===== config.mk =====
export PLATFORM = sky130hd
export DESIGN_NAME = lgn_frame_sequencer
export DESIGN_NICKNAME = d
export VERILOG_FILES = /design/src/rtl/lgn_frame_sequencer.sv
export SDC_FILE = /design/constraint.sdc
export NUM_CORES = 1
export LEC_CHECK = 0
export BUFFER_PORTS_ARGS = -buffer_cell sky130_fd_sc_hd__buf_4
export CAP_MARGIN = 10
export CORE_MARGIN = 4
export CORE_UTILIZATION = 50
export CTS_CLUSTER_SIZE = 28
export DETAILED_ROUTE_END_ITERATION = 8
export HOLD_SLACK_MARGIN = 0.12
export PLACE_DENSITY = 0.75
export SYNTH_ARGS = -nofsm -noshare
export SYNTH_HDL_FRONTEND = slang
export SYNTH_SLANG_ARGS = --single-unit

===== constraint.sdc =====
create_clock -name clk -period 3.13 [get_ports clk]
set_input_delay 0.313 -clock clk [delete_from_list [all_inputs] [get_ports clk]]
set_output_delay 0.313 -clock clk [all_outputs]
set_load 0.02 [all_outputs]

===== src/rtl/lgn_frame_sequencer.sv =====
// lgn_frame_sequencer: drives one stored test image from a synchronous ROM into the
//   LGN inference core byte by byte under a load strobe, waits for the network to
//   settle, then captures and holds the predicted class and score for display.
// Ports: clk/rst (sync, active high); start (level, edge-detected), auto_mode;
//   rom_addr/rom_data (1-cycle read latency); core_data/core_load to the core;
//   core_index/core_value from the core; result_* latched outputs; done (CAPTURE
//   pulse); busy (PRIME..CAPTURE); frame_sel (frame used by the next run).
module lgn_frame_sequencer #(
  parameter int BYTES_PER_FRAME = 98,
  parameter int NUM_FRAMES      = 4,
  parameter int SETTLE_CYCLES   = 16,
  parameter int HOLD_CYCLES     = 12000000,
  parameter int ADDR_W          = 9,
  localparam int FS_W           = (NUM_FRAMES > 1) ? $clog2(NUM_FRAMES) : 1
) (
  input  logic              clk,
  input  logic              rst,
  input  logic              start,
  input  logic              auto_mode,
  output logic [ADDR_W-1:0] rom_addr,
  input  logic [7:0]        rom_data,
  output logic [7:0]        core_data,
  output logic              core_load,
  input  logic [3:0]        core_index,
  input  logic [7:0]        core_value,
  output logic [3:0]        result_index,
  output logic [7:0]        result_value,
  output logic              result_valid,
  output logic              result_err,
  output logic              done,
  output logic              busy,
  output logic [FS_W-1:0]   frame_sel
);

  localparam logic [2:0] S_IDLE    = 3'd0;
  localparam logic [2:0] S_PRIME   = 3'd1;
  localparam logic [2:0] S_STREAM  = 3'd2;
  localparam logic [2:0] S_SETTLE  = 3'd3;
  localparam logic [2:0] S_CAPTURE = 3'd4;
  localparam logic [2:0] S_HOLD    = 3'd5;

  // One counter serves the stream, settle and hold phases; size it for the longest.
  localparam int MAX_BS  = (BYTES_PER_FRAME > SETTLE_CYCLES) ? BYTES_PER_FRAME : SETTLE_CYCLES;
  localparam int CNT_MAX = (HOLD_CYCLES > MAX_BS) ? HOLD_CYCLES : MAX_BS;
  localparam int CNT_W   = $clog2(CNT_MAX + 1);

  localparam logic [CNT_W-1:0] BYTE_LAST   = CNT_W'(BYTES_PER_FRAME - 1);
  localparam logic [CNT_W-1:0] SETTLE_LAST = CNT_W'(SETTLE_CYCLES - 1);
  localparam logic [CNT_W-1:0] HOLD_LAST   = CNT_W'(HOLD_CYCLES - 1);
  localparam logic [FS_W-1:0]  FRAME_LAST  = FS_W'(NUM_FRAMES - 1);

  logic [2:0]        state;
  logic [CNT_W-1:0]  cnt;
  logic              start_q;
  logic              start_edge;
  logic [ADDR_W-1:0] base;

  assign start_edge = start & ~start_q;
  assign base       = ADDR_W'(frame_sel * BYTES_PER_FRAME);

  // The ROM answers one cycle late: PRIME presents byte 0's address so that byte k
  // arrives in stream cycle k, while stream cycle k already requests byte k+1.
  always_comb begin
    rom_addr = '0;
    if (state == S_PRIME) begin
      rom_addr = base;
    end else if (state == S_STREAM) begin
      rom_addr = base + ADDR_W'(cnt) + ADDR_W'(1);
    end
  end

  assign core_load = (state == S_STREAM);
  // Gate the data bus so the core never sees stale ROM output outside a load.
  assign core_data = core_load ? rom_data : 8'h00;
  assign done      = (state == S_CAPTURE);
  assign busy      = (state == S_PRIME) || (state == S_STREAM) ||
                     (state == S_SETTLE) || (state == S_CAPTURE);

  always_ff @(posedge clk) begin
    if (rst) begin
      state        <= S_IDLE;
      cnt          <= '0;
      start_q      <= 1'b0;
      frame_sel    <= '0;
      result_index <= 4'h0;
      result_value <= 8'h00;
      result_valid <= 1'b0;
      result_err   <= 1'b0;
    end else begin
      start_q <= start;
      case (state)
        S_IDLE: begin
          cnt <= '0;
          if (start_edge || auto_mode) begin
            state <= S_PRIME;
          end
        end
        S_PRIME: begin
          cnt          <= '0;
          result_valid <= 1'b0;
          state        <= S_STREAM;
        end
        S_STREAM: begin
          if (cnt == BYTE_LAST) begin
            cnt   <= '0;
            state <= S_SETTLE;
          end else begin
            cnt <= cnt + CNT_W'(1);
          end
        end
        S_SETTLE: begin
          if (cnt == SETTLE_LAST) begin
            cnt   <= '0;
            state <= S_CAPTURE;
          end else begin
            cnt <= cnt + CNT_W'(1);
          end
        end
        S_CAPTURE: begin
          // Out-of-range class indices are flagged and shown as blank (F).
          result_index <= (core_index > 4'd9) ? 4'hF : core_index;
          result_err   <= (core_index > 4'd9);
          result_value <= core_value;
          result_valid <= 1'b1;
          frame_sel    <= (frame_sel == FRAME_LAST) ? '0 : frame_sel + FS_W'(1);
          cnt          <= '0;
          state        <= S_HOLD;
        end
        S_HOLD: begin
          if (!auto_mode) begin
            cnt   <= '0;
            state <= S_IDLE;
          end else if (cnt == HOLD_LAST) begin
            cnt   <= '0;
            state <= S_PRIME;
          end else begin
            cnt <= cnt + CNT_W'(1);
          end
        end
        default: begin
          cnt   <= '0;
          state <= S_IDLE;
        end
      endcase
    end
  end

endmodule


==> load_flow_metrics.sql, run 1 <==
INSERT INTO impl_metrics (metric_group, metric, value, unit) VALUES
('grt', 'antenna_found_initial', '0', ''),
('clock_network', 'clk_latency', '0.30', 'ns'),
('floorplan', 'floorplan.io_pins', '60', ''),
('floorplan', 'placement_rows', '24', ''),
('setup_path', 'critical_path_data_arrival_time', '2.40', 'ns'),
('detailed_routing', 'post-route-drc-count', '0', ''),
('synthesis', 'synthAdderAreaFrac', '6.11', '%'),
('synthesis', 'postSynthRegisterBits', '44', ''),
('detailed_routing', 'antenna_left', '0', ''),
('detailed_routing', 'drt_pre_antenna_iters', '4', ''),
('detailed_routing', 'dr_total_vias', '2207', ''),
('clock_network', 'cts_hold_buffers', '0', ''),
('floorplan', 'floorplan.initialDensity', '53.1', '%'),
('finish', 'fin_util', '66.2', '%'),
('synthesis', 'synthDominantAreaCellType', 'sky130_fd_sc_hd__dfxtp_1', ''),
('detailed_routing', 'm1WireLength', '2450', 'µm'),
('detailed_routing', 'route.final.wire_length', '5580', 'µm'),
('setup_path', 'startpoint_type', 'register', ''),
('synthesis', 'synthesis.instances', '303', ''),
('synthesis', 'synth_common_cells', 'sky130_fd_sc_hd__nor2_1 (47), sky130_fd_sc_hd__dfxtp_1 (44), sky130_fd_sc_hd__nand2_1 (33), sky130_fd_sc_hd__xnor2_1 (24), sky130_fd_sc_hd__a21oi_1 (21)', ''),
('synthesis', 'synth.net_count', '338', ''),
('setup_path', 'cp_cell_sequence', 'inv_1 > ha_1 > inv_1 > ha_1 > a21oi_1 > a2111oi_0 > nand3b_1 > buf_4', ''),
('sta', 'maxClockFrequency', '369', 'MHz'),
('finish', 'num_antenna_cells', '0', ''),
('synthesis', 'synth-edff-count', '0', ''),
('finish', 'fin_nets', '394', ''),
('synthesis', 'post-synth-top-count-cell', 'sky130_fd_sc_hd__nor2_1', ''),
('detailed_routing', 'met2WireLength', '2640', 'µm'),
('setup_path', 'path_max_fanout', '10', ''),
('sta', 'grt_setup_unrepaired', 'false', ''),
('setup_path', 'ff2ff_setup_slack', '0.83', 'ns'),
('sta', 'slew_viol_final', '0', ''),
('power_and_ir_drop', 'report.power.total', '1.17', 'mW'),
('floorplan', 'die_area', '0.00592', 'mm²'),
('placed_design', 'port-buffer-count', '59', ''),
('detailed_routing', 'iteration_0_drc_markers', '87', ''),
('setup_path', 'timing.rr.start', 'cnt[8]', ''),
('setup_path', 'critical-path-top-delay-family', 'adder cells', ''),
('clock_network', 'cts_repair_resizes', '0', ''),
('clock_network', 'root_buffer', 'sky130_fd_sc_hd__clkbuf_8', ''),
('grt', 'globalRoute.totalOverflow', '0', ''),
('power_and_ir_drop', 'worst_case_vdd_ir_drop', '0.000286', 'V'),
('synthesis', 'synth_compound_gate_area_share', '11.7', '%'),
('detailed_routing', 'topmost_layer_with_routed_signal_wires', 'met4', ''),
('status', 'status', 'completed', ''),
('setup_path', 'critical_path.endpoint_type', 'output pin', ''),
('job', 'cap_violations', '0', ''),
('sta', 'timing.clock.skew', '0.00848', 'ns'),
('setup_path', 'timing.critical_path.depth', '8', ''),
('finish', 'area_growth', '24.6', '%'),
('clock_network', 'clkTransAtPathRegs', '0.09', 'ns'),
('synthesis', 'largest_cells_by_area_after_synthesis', 'sky130_fd_sc_hd__dfxtp_1 (37%), sky130_fd_sc_hd__xnor2_1 (8.8%), sky130_fd_sc_hd__nor2_1 (7.4%)', ''),
('clock_network', 'numClockSinks', '44', ''),
('sta', 'finalSetupViolCount', '0', ''),
('setup_path', 'crit_type', 'reg2out', ''),
('synthesis', 'synth.lib_cells_used.distinct', '38', ''),
('setup_path', 'slowest_delay', '0.54', 'ns'),
('floorplan', 'die-height', '77.0', 'µm'),
('placed_design', 'globalplace.congestion', '0.898', ''),
('clock_network', 'cts_buffer_depth', '2', ''),
('power_and_ir_drop', 'pwr_density', '394', 'mW/mm²'),
('sta', 'timing.setup.tns', '0', 'ns'),
('clock_network', 'clock_tree.htree_level_count', '2', ''),
('setup_path', 'r2r-end', 'cnt[15]', ''),
('synthesis', 'synth_cell_area', '0.00238', 'mm²'),
('sta', 'min_period_over_period', '86.5', '%'),
('detailed_routing', 'drt-wirelength-per-cell', '13.5', 'µm'),
('floorplan', 'chipWidth', '77.0', 'µm'),
('detailed_routing', 'detail_route.vias_per_cell', '5.36', ''),
('sta', 'period_needed', '2.71', 'ns'),
('placed_design', 'dp.final_hpwl', '4170', 'µm');
## cells in the final DEF, fill, tap and decap left out, types with 2 or more instances in the layout
cell                       netlist  final
sky130_fd_sc_hd__a211oi_1        4      4
sky130_fd_sc_hd__a21oi_1        21     21
sky130_fd_sc_hd__a22oi_1         2      2
sky130_fd_sc_hd__a31oi_1         2      2
sky130_fd_sc_hd__and2_1          8      8
sky130_fd_sc_hd__and3_1          4      4
sky130_fd_sc_hd__buf_4           0     61
sky130_fd_sc_hd__clkbuf_8        0      6
sky130_fd_sc_hd__dfxtp_1        44     44
sky130_fd_sc_hd__ha_1           10     10
sky130_fd_sc_hd__inv_1          13     13
sky130_fd_sc_hd__nand2_1        33     33
sky130_fd_sc_hd__nand2b_1        4      4
sky130_fd_sc_hd__nand3_1        17     17
sky130_fd_sc_hd__nand4_1         3      3
sky130_fd_sc_hd__nor2_1         47     47
sky130_fd_sc_hd__nor2b_1         4      4
sky130_fd_sc_hd__nor3_1         13     13
sky130_fd_sc_hd__nor4_1          9      9
sky130_fd_sc_hd__o21ai_0         4      4
sky130_fd_sc_hd__o31a_1          2      2
sky130_fd_sc_hd__or3_1           5      5
sky130_fd_sc_hd__xnor2_1        24     24
sky130_fd_sc_hd__xor2_1          5      5
## where the power goes
group / leakage (nW) / internal, mW / switching, mW / total [mW]
registers: 0.355 / 0.564 / 0.0122 / 0.577
logic: 0.758 / 0.0614 / 0.0727 / 0.134
clock network: 0.0614 / 0.261 / 0.195 / 0.456
total: 1.17 / 0.887 / 0.280 / 1.17
## worst reg2reg max path: cells and delay by family (launching register included)
kind            cells  cell delay, ns
buf+inv             1            0.29
simple gates        3            0.90
flops               1            0.38
compound gates      2            0.62
## metal layers
layer | vias up | track usage [%]
met5 | - | 0
met4 | 0 | 6.88
met3 | 11 | 4.80
met2 | 77 | 31.4
met1 | 980 | 24.9
li1 | 1139 | -
## final cells by class
type	instances	area (µm²)
clock inverters	2	38.8
repair buffers	61	458
clock buffers	6	82.6
well taps	52	65.1
fillers	373	1510
inverters	13	48.8
flip-flops and latches	44	881
multi-input cells	234	1390
## how the worst min path moves through the flow
stage,start,endpoint,slack [ns],cells past startpoint
after floorplan,start,start_q,0.44,1
after global placement,result_value[5],result_value[5],0.44,2
after detailed placement,result_value[2],result_value[2],0.45,2
after CTS,core_index[0],result_index[0],0.24,3
after global routing,core_value[1],result_value[1],0.25,3
final,core_index[0],result_index[0],0.25,3
## state kept, by name, summed over array words and instances (netlist names)
register,flops
cnt,24
result_index,4
result_err,1
frame_sel,2
result_valid,1
start_q,1
state,3
result_value,8
## cell families (layout without fill, tap and decap cells)
family	Yosys count	after routing
XOR/XNOR	29	29
adder cells (fa/ha/maj)	11	11
AND/OR/NAND/NOR	151	151
AO/OA/AOI/OAI	43	43
flip-flops	44	44
buffers and inverters	25	82
## metrics by stage
step,instances,setup WS (ns),instance area (µm²),hold WS (ns)
global route,412,0.181,2960,0.249
detailed placement,404,0.747,2840,0.449
CTS,412,0.411,2960,0.244
floorplan,303,0.810,2380,0.441
finish,412,0.421,2960,0.247
global placement,404,0.822,2840,0.443
Power figures use the tool's default switching activity.
==> run 2, diff against run 1 <==
--- a/config.mk
+++ b/config.mk
@@ -8,11 +8,11 @@
 export BUFFER_PORTS_ARGS = -buffer_cell sky130_fd_sc_hd__buf_4
 export CAP_MARGIN = 10
 export CORE_MARGIN = 4
-export CORE_UTILIZATION = 50
+export CORE_UTILIZATION = 40
 export CTS_CLUSTER_SIZE = 28
 export DETAILED_ROUTE_END_ITERATION = 8
 export HOLD_SLACK_MARGIN = 0.12
-export PLACE_DENSITY = 0.75
+export PLACE_DENSITY = 0.62
 export SYNTH_ARGS = -nofsm -noshare
 export SYNTH_HDL_FRONTEND = slang
 export SYNTH_SLANG_ARGS = --single-unit
==> load_flow_metrics.sql, run 2 (synthesized netlist as in run 1, its figures left out) <==
INSERT INTO impl_metrics (metric_group, metric, value, unit) VALUES
('setup_path', 'cp.required', '2.82', 'ns'),
('sta', 'grt_setup_unrepaired', 'false', ''),
('sta', 'timing.slew.headroom', '65.4', '%'),
('clock_network', 'clk_latency', '0.30', 'ns'),
('finish', 'top_register', 'cnt', ''),
('grt', 'grt_start_max_net_pins', '25', ''),
('detailed_routing', 'route.final.wire_length', '5750', 'µm'),
('sta', 'slew_at_the_pin_closest_to_its_max_slew_limit', '0.518', 'ns'),
('detailed_routing', 'iteration_0_drc_markers', '117', ''),
('sta', 'hold_violations', '0', ''),
('floorplan', 'die-height', '85.1', 'µm'),
('sta', 'finalSetupViolCount', '0', ''),
('detailed_routing', 'detail_route.vias_per_cell', '5.11', ''),
('clock_network', 'numClockSinks', '44', ''),
('setup_path', 'critical_path_data_arrival_time', '2.43', 'ns'),
('floorplan', 'floorplan.initialDensity', '42.1', '%'),
('clock_network', 'cts_buffer_depth', '2', ''),
('finish', 'top_regs', 'cnt (24), result_value (8), result_index (4)', ''),
('sta', 'timing.setup.tns', '0', 'ns'),
('sta', 'maxClockFrequency', '364', 'MHz'),
('setup_path', 'critical-path-top-delay-family', 'adder cells', ''),
('finish', 'layout.cells.most_common_list', 'sky130_fd_sc_hd__buf_4 (61), sky130_fd_sc_hd__nor2_1 (47), sky130_fd_sc_hd__dfxtp_1 (44), sky130_fd_sc_hd__nand2_1 (33), sky130_fd_sc_hd__xnor2_1 (24)', ''),
('sta', 'min_period_over_period', '87.8', '%'),
('clock_network', 'clkTransAtPathRegs', '0.08', 'ns'),
('setup_path', 'cp_cell_sequence', 'inv_1 > ha_1 > inv_1 > ha_1 > a21oi_1 > a2111oi_0 > nand3b_1 > buf_4', ''),
('finish', 'num_antenna_cells', '0', ''),
('power_and_ir_drop', 'power.share.sequential', '53.5', '%'),
('finish', 'fillers', '565', ''),
('setup_path', 'critical_path.endpoint_type', 'output pin', ''),
('grt', 'antenna_found_initial', '0', ''),
('finish', 'fin_nets', '394', ''),
('placed_design', 'port-buffer-count', '59', ''),
('sta', 'period_needed', '2.75', 'ns'),
('setup_path', 'startpoint_type', 'register', ''),
('clock_network', 'cts_hold_buffers', '0', ''),
('job', 'cap_violations', '0', ''),
('grt', 'globalRoute.totalOverflow', '0', ''),
('floorplan', 'floorplan.io_pins', '60', ''),
('placed_design', 'globalplace.congestion', '0.817', ''),
('sta', 'timing.clock.skew', '0.00587', 'ns'),
('power_and_ir_drop', 'worst_case_vdd_ir_drop', '0.000178', 'V'),
('finish', 'area_growth', '24.4', '%'),
('power_and_ir_drop', 'combPwrFrac', '12.5', '%'),
('clock_network', 'cts_made_buffers', '5', ''),
('grt', 'first_global_vias', '2117', ''),
('finish', 'mostFrequentLayoutCell', 'sky130_fd_sc_hd__buf_4', ''),
('clock_network', 'tritoncts', 'done', ''),
('power_and_ir_drop', 'swShare', '25.6', '%'),
('power_and_ir_drop', 'pwr_density', '364', 'mW/mm²'),
('floorplan', 'die_area', '0.00724', 'mm²'),
('placed_design', 'placed_cell_area', '0.00287', 'mm²'),
('grt', 'grt_first_pass_wirelength', '9940', 'µm'),
('detailed_routing', 'dr_total_vias', '2208', ''),
('placed_design', 'dp.final_hpwl', '4340', 'µm'),
('finish', 'largest_register_ffs', '24', ''),
('power_and_ir_drop', 'power.net_switching', '0.276', 'mW'),
('sta', 'slew_viol_final', '0', ''),
('clock_network', 'cts_repair_resizes', '0', ''),
('clock_network', 'clock_tree.htree_level_count', '2', ''),
('detailed_routing', 'drt-wirelength-per-cell', '13.3', 'µm'),
('setup_path', 'crit_type', 'reg2out', ''),
('floorplan', 'chipWidth', '85.1', 'µm'),
('detailed_routing', 'drt_pre_antenna_iters', '4', ''),
('setup_path', 'path_max_fanout', '10', ''),
('floorplan', 'placement_rows', '27', ''),
('status', 'status', 'completed', ''),
('clock_network', 'post-cts-setup-buffer-count', '0', ''),
('setup_path', 'slowest_delay', '0.55', 'ns'),
('clock_network', 'root_buffer', 'sky130_fd_sc_hd__clkbuf_8', ''),
('finish', 'final_cell_area', '0.00296', 'mm²'),
('power_and_ir_drop', 'static-leakage-power', '1.16', 'nW'),
('setup_path', 'cell_with_the_biggest_individual_delay_on_the_critical_path', 'sky130_fd_sc_hd__dfxtp_1', ''),
('power_and_ir_drop', 'clock_network_fraction_of_design_power', '33.9', '%'),
('worst_hold_path', 'min_path_type', 'in2reg', ''),
('setup_path', 'timing.critical_path.buf_inv', '3', ''),
('grt', 'globalRouteTotalUtil', '16.4', '%'),
('sta', 'fin_hold_ws', '0.241', 'ns'),
('detailed_routing', 'antenna_left', '0', ''),
('finish', 'layout-drive-gt1-share', '19.4', '%'),
('detailed_routing', 'post-route-drc-count', '0', ''),
('floorplan', 'fp.coreArea', '0.00564', 'mm²'),
('power_and_ir_drop', 'internal_power', '0.802', 'mW');
==> run 2: per-layer routing <==
| layer | vias up | track usage [%] | share of wire (%) |
|---|---|---|---|
| met4 | 0 | 4.75 | 1.4 |
| li1 | 1142 | - | - |
| met3 | 9 | 3.50 | 5.5 |
| met5 | - | 0 | 0 |
| met2 | 56 | 27.3 | 47 |
| met1 | 1001 | 21.4 | 46 |
==> run 2: path summary, 6_finish.rpt <==
path | start | end | slack [ns] | depth (start not counted)
min | start | start_q | 0.24 | 2
min reg2reg | result_value[3] | result_value[3] | 0.46 | 2
max | frame_sel[0] | rom_addr[7] | 0.38 | 8
max reg2reg | cnt[8] | cnt[12] | 0.82 | 6
==> run 2: layout make-up <==
cell class	instances	area, µm²	area share, %
Multi-Input combinational cell	234	1390	46.9
Sequential cell	44	881	29.8
Timing Repair Buffer	61	458	15.5
Tap cell	72	90.1	3.05
Clock buffer	6	82.6	2.79
Inverter	13	48.8	1.65
Clock inverter	2	10.0	0.338
==> run 2: power groups by stage <==
stage	logic, mW	registers, mW	clock network [mW]
finish	0.135	0.577	0.366
global route	0.148	0.580	0.400
global placement	0.135	0.590	0
detailed placement	0.136	0.590	0
CTS	0.137	0.577	0.378
floorplan	0.0829	0.583	0
==> run 2: per-stage QoR <==
step | power, mW | cells | util (%) | setup slack (ns)
3_5_place_dp | 0.726 | 424 | 50.8 | 0.731
5_1_grt | 1.13 | 432 | 52.4 | 0.0705
4_1_cts | 1.09 | 432 | 52.4 | 0.386
2_1_floorplan | 0.665 | 303 | - | 0.810
3_3_place_gp | 0.725 | 424 | 50.8 | 0.787
6_report | 1.08 | 432 | 52.4 | 0.383
